`config.mk`:
```
export PLATFORM = sky130hd
export DESIGN_NAME = cond_mac_chain
export DESIGN_NICKNAME = d
export VERILOG_FILES = /design/src/rtl/cond_mac_chain.sv
export SDC_FILE = /design/constraint.sdc
export NUM_CORES = 2
export LEC_CHECK = 0
export BUFFER_PORTS_ARGS = -buffer_cell sky130_fd_sc_hd__buf_2
export CORE_MARGIN = 2
export CORE_UTILIZATION = 61
export DETAILED_ROUTE_END_ITERATION = 8
export PLACE_DENSITY = 0.82
export SYNTH_ARGS = -nofsm -noshare
export SYNTH_HDL_FRONTEND = slang
export SYNTH_SLANG_ARGS = --single-unit
```
`constraint.sdc`:
```
create_clock -name clk -period 23.1 [get_ports clk]
set_input_delay 4.62 -clock clk [delete_from_list [all_inputs] [get_ports clk]]
set_output_delay 4.62 -clock clk [all_outputs]
set_load 0.02 [all_outputs]
```
`src/rtl/cond_mac_chain.sv`:
```
// cond_mac_chain
//   Iterative conditional multiply-accumulate chain. It computes
//   x_0 = a_0*b_0 and, for i >= 1, x_i = x_{i-1} +/- a_i*b_i using one shared
//   multiplier and one accumulator, sequenced by an IDLE/MUL/ACC/DONE FSM.
//   The sign of each term is chosen by a_i >= b_i (MODE=0), or it is always
//   an add (MODE=1). All arithmetic is unsigned, modulo 2^WIDTH.
//
//   Optional feature: define COND_MAC_SAT_EN to make each accumulate step
//   saturate (add clamps to all-ones, subtract clamps to zero) and to flag
//   the event on sat. Without the macro, results wrap and sat is tied low.
//
// Parameters
//   WIDTH   data width of a_i, b_i and x_out
//   N_ELEM  number of (a_i, b_i) pairs, >= 1
//   MODE    0: conditional add/sub, 1: always add
//
// Ports
//   clk     rising-edge clock
//   reset   synchronous, active-high; aborts a run in progress
//   start   run request, sampled only in IDLE or DONE
//   a_flat  a_i = a_flat[i*WIDTH +: WIDTH]
//   b_flat  b_i = b_flat[i*WIDTH +: WIDTH]
//   x_out   registered result x_{N_ELEM-1}, held until the next completion
//   valid   one-cycle pulse when x_out has just been updated
//   busy    high while a run is in progress (MUL/ACC)
//   sat     saturation occurred during the last run
module cond_mac_chain #(
    parameter int unsigned WIDTH  = 32,
    parameter int unsigned N_ELEM = 5,
    parameter int unsigned MODE   = 0
) (
    input  logic                      clk,
    input  logic                      reset,
    input  logic                      start,
    input  logic [N_ELEM*WIDTH-1:0]   a_flat,
    input  logic [N_ELEM*WIDTH-1:0]   b_flat,
    output logic [WIDTH-1:0]          x_out,
    output logic                      valid,
    output logic                      busy,
    output logic                      sat
);

    localparam int unsigned IDX_W = $clog2(N_ELEM + 1);

    typedef enum logic [1:0] {
        IDLE,
        MUL,
        ACC,
        DONE
    } state_t;

    state_t            state;
    state_t            state_nxt;

    logic [WIDTH-1:0]  a_mem [N_ELEM];
    logic [WIDTH-1:0]  b_mem [N_ELEM];
    logic [IDX_W-1:0]  idx;
    logic [WIDTH-1:0]  acc;
    logic [WIDTH-1:0]  prod;
    logic              ge;

    logic [WIDTH-1:0]  cur_a;
    logic [WIDTH-1:0]  cur_b;
    logic [WIDTH-1:0]  mul_lo;
    logic [WIDTH-1:0]  acc_nxt;
    logic              do_add;
    logic              is_last;
    logic              capture;

    assign capture = ((state == IDLE) || (state == DONE)) && start;
    assign is_last = (idx == IDX_W'(N_ELEM - 1));
    assign do_add  = (idx == '0) || (MODE == 1) || ge;
    assign mul_lo  = cur_a * cur_b;

    // Operand select written as a compare-mux so the index width never has
    // to match the array depth exactly for any N_ELEM.
    always_comb begin
        cur_a = '0;
        cur_b = '0;
        for (int unsigned i = 0; i < N_ELEM; i++) begin
            if (idx == IDX_W'(i)) begin
                cur_a = a_mem[i];
                cur_b = b_mem[i];
            end
        end
    end

`ifdef COND_MAC_SAT_EN
    logic [WIDTH:0] sum_ext;
    logic [WIDTH:0] dif_ext;
    logic           ovf;
    logic           sat_r;

    // The extra top bit is the carry on add and the borrow on subtract.
    always_comb begin
        sum_ext = {1'b0, acc} + {1'b0, prod};
        dif_ext = {1'b0, acc} - {1'b0, prod};
        if (do_add) begin
            ovf     = sum_ext[WIDTH];
            acc_nxt = ovf ? '1 : sum_ext[WIDTH-1:0];
        end else begin
            ovf     = dif_ext[WIDTH];
            acc_nxt = ovf ? '0 : dif_ext[WIDTH-1:0];
        end
    end

    always_ff @(posedge clk) begin
        if (reset) begin
            sat_r <= 1'b0;
        end else if (capture) begin
            sat_r <= 1'b0;
        end else if ((state == ACC) && ovf) begin
            sat_r <= 1'b1;
        end
    end

    assign sat = sat_r;
`else
    always_comb begin
        acc_nxt = do_add ? (acc + prod) : (acc - prod);
    end

    assign sat = 1'b0;
`endif

    always_ff @(posedge clk) begin
        if (reset) begin
            state <= IDLE;
        end else begin
            state <= state_nxt;
        end
    end

    always_comb begin
        state_nxt = state;
        busy      = 1'b0;
        valid     = 1'b0;
        case (state)
            IDLE: begin
                if (start) state_nxt = MUL;
            end
            MUL: begin
                busy      = 1'b1;
                state_nxt = ACC;
            end
            ACC: begin
                busy      = 1'b1;
                state_nxt = is_last ? DONE : MUL;
            end
            DONE: begin
                valid     = 1'b1;
                state_nxt = start ? MUL : IDLE;
            end
            default: state_nxt = IDLE;
        endcase
    end

    always_ff @(posedge clk) begin
        if (reset) begin
            idx   <= '0;
            acc   <= '0;
            prod  <= '0;
            ge    <= 1'b0;
            x_out <= '0;
        end else if (capture) begin
            for (int unsigned i = 0; i < N_ELEM; i++) begin
                a_mem[i] <= a_flat[i*WIDTH +: WIDTH];
                b_mem[i] <= b_flat[i*WIDTH +: WIDTH];
            end
            idx <= '0;
            acc <= '0;
        end else begin
            case (state)
                MUL: begin
                    prod <= mul_lo;
                    ge   <= (cur_a >= cur_b);
                end
                ACC: begin
                    acc <= acc_nxt;
                    if (is_last) begin
                        x_out <= acc_nxt;
                    end else begin
                        idx <= idx + 1'b1;
                    end
                end
                default: ;
            endcase
        end
    end

endmodule

```
==> flow_metrics.tcl <==
set metrics [dict create \
    initial_core_util 0.620 \
    hold_class "flip-flop to flip-flop" \
    cp.required_ns 23.57 \
    ys_types 83 \
    die_w_um 241 \
    clk_latency_ns 0.60 \
    synth-compound-area-share 0.0984 \
    rows 86 \
    cp_max_fo 51 \
    grt_max_degree 83 \
    post_drt_via_cell_ratio 5.94 \
    critical_path_class "flip-flop to flip-flop" \
    io_pins 358 \
    synthFlopType "edfxtp_1" \
    fillCellCount 4134 \
    path_clk_slew_ns 0.07 \
    r2r_cells 32 \
    min_from "x_out[21]" \
    min_period_ns 10.15 \
    synth_top_family_by_area "adder cells" \
    synth_top_area_frac 0.280 \
    h-tree-depth 2 \
    synth_area_per_cell_um2 10.4 \
    wirelength_um 101000 \
    cp-startpoint "idx[0]" \
    drive_gt1_frac 0.151 \
    hold_buffers 0 \
    cpMaxStageDelayCell "buf_4" \
    ys_ff_latch 422 \
    cp.depth 32 \
    clk_path_buf_depth 3 \
    totalNegativeSetupSlack_ns 0 \
    antenna_left 0 \
    maxSlewViolCount 0 \
    port_buffers 356 \
    dr.pass1.iters 5 \
    hpwl_um 74800 \
    use_met2 0.575 \
    die_h_um 241 \
    synthTopCellsByArea "edfxtp_1 28%, fa_1 24%, ha_1 7.8%, dfxtp_1 6.0%, inv_1 4.9%" \
    setup_violations 0 \
    endpoint_kind "flip-flop" \
    grt_use_met3 0.0837 \
    ys_seq_area_frac 0.340 \
    yosysWarningCount 0 \
    synth_most_common_cell "inv_1" \
    vias 26000 \
    critPathBufInv 6 \
    hold_depth 2 \
    hold_viol_final 0 \
    busiest_layer "met2" \
    skew_ns 0.0466 \
    grt.overflow.total 0 \
    ctsResizeCount 0 \
    grtUsageMet1 0.427 \
    drt-initial-drc-count 2604 \
    grt_util_all_layers 0.352 \
    grt_pass1_wl_um 152000 \
    reg2reg_from "idx[0]" \
    path_delay_family "adder cells" \
    syn_nets 4249 \
    core-area_mm2 0.0553 \
    num-nets-final 4537 \
    tightest_slew_ns 1.23 \
    synth_simple_gate_area_share 0.125 \
    place_congestion 0.987 \
    synth.area.mux_share 0.00788 \
    areaGrowthSynthToFinish_pct 11.1 \
    slew_headroom 0.178 \
    period_share 0.440 \
    dieArea_mm2 0.0582 \
    synth_top_area_cell "edfxtp_1" \
    synthTopCellsByCount "446 x inv_1, 409 x fa_1, 395 x nand2_1" \
    fmax_mhz 98.5 \
    yosys.area_share.adder 0.316 \
    rsz0062_at_grt "no" \
    postCtsSetupBuffers 0 \
    cts_sinks 422 \
    ys_async_sr_fraction 0 \
    cpMostUsedCell "fa_1" \
    synth-edff-count 320 \
    grt_pass1_vias 26900 \
    cts_tree "yes" \
    cp-start-kind "flip-flop" \
    outcome "finished clean" \
    antenna_found_initial 12 \
    drv_cap 0 \
    critPathArrivalTime_ns 10.63 \
    cts_made_buffers 43 \
    max_stage_delay_ns 0.65 \
    syn_area_mm2 0.0343 \
    cts_root_buffer "clkbuf_16" \
    drt-wirelength-per-cell_um 23.0 \
    drc_errors 0 \
    synthXorXnorAreaFrac 0.0378 \
    synthCells 3304 \
]
## final timing paths
| path | slack, ns | to |
|---|---|---|
| worst max-delay path | 12.95 | prod[30] |
| worst min-delay path | 0.45 | x_out[21] |
| worst max register to register | 12.95 | prod[30] |
| worst min register to register | 0.45 | x_out[21] |
## cells by family after synthesis
family,Yosys count
compound gates,465
xor+xnor,140
fa+ha+maj,622
buf+inv,629
flops,422
mux,27
other cells,1
simple gates,998
## worst reg2reg max path, delay by kind of cell, from the launching register on
family | cells | cell delay, ns
adder cells (fa/ha/maj) | 10 | 4.47
AO/OA/AOI/OAI | 12 | 2.52
buffers and inverters | 6 | 1.67
AND/OR/NAND/NOR | 3 | 1.00
flip-flops | 1 | 0.33
XOR/XNOR | 1 | 0.09
## sequential cells by signal, summed over array words and instances, names as in the netlist
register,count
x_out,32
state,2
a_mem,160
b_mem,160
acc,32
ge,1
prod,32
idx,3
## stage by stage
| step | utilization | hold WS, ns | setup slack (ns) | cells | instance area [µm²] |
|---|---|---|---|---|---|
| 3_3_place_gp | 0.662 | 0.441 | 13.34 | 4295 | 36600 |
| 5_1_grt | 0.689 | 0.473 | 12.51 | 4379 | 38100 |
| 2_1_floorplan | - | 0.445 | 3.58 | 3304 | 34300 |
| 4_1_cts | 0.689 | 0.451 | 13.09 | 4373 | 38100 |
| 3_5_place_dp | 0.662 | 0.443 | 13.16 | 4295 | 36600 |
| 6_report | 0.689 | 0.448 | 12.95 | 4384 | 38100 |
## layout make-up
type	count	area (µm²)	area share
Multi-Input combinational cell	2253	20100	0.528
Tap cell	748	936	0.0245
Sequential cell	422	11700	0.306
Clock buffer	57	1140	0.0299
Timing Repair Buffer	407	2160	0.0568
Antenna cell	11	27.5	0.000722
Clock inverter	21	329	0.00863
Inverter	465	1750	0.0458
## metal layers
metal  wire [µm]  vias to the layer above
met1       36000                    12600
li1            -                    11400
met2       47500                     1614
met5          72                        -
met3       10300                      403
met4        6770                       10
## layout by cell type, fill, tap and decap left out, types with 13 or more instances in the layout
cell type  synthesis  final
inv_1            446    446
fa_1             409    409
nand2_1          395    394
nor2_1           382    381
buf_2             29    356
edfxtp_1         320    320
ha_1             213    211
a21oi_1          121    121
dfxtp_1          102    102
xnor2_1           90     90
nand2b_1          55     54
buf_4             21     51
a21o_1            49     49
xor2_1            43     43
clkbuf_16          0     43
o21ai_0           39     39
nor3_1            38     38
a221oi_1          31     31
and2_1            28     27
mux2i_1           27     27
a22oi_1           24     24
nor2b_1           22     21
o311ai_1          19     19
or2_2             19     19
a211oi_1          15     15
o31ai_1           14     14
a31oi_1           14     14
o21bai_1          14     14
a221o_1           13     13
clkbuf_1          86     13
Power is left out: the tool's default activity adds up to more than one toggle a clock period on the data nets, which glitch-free logic cannot reach.
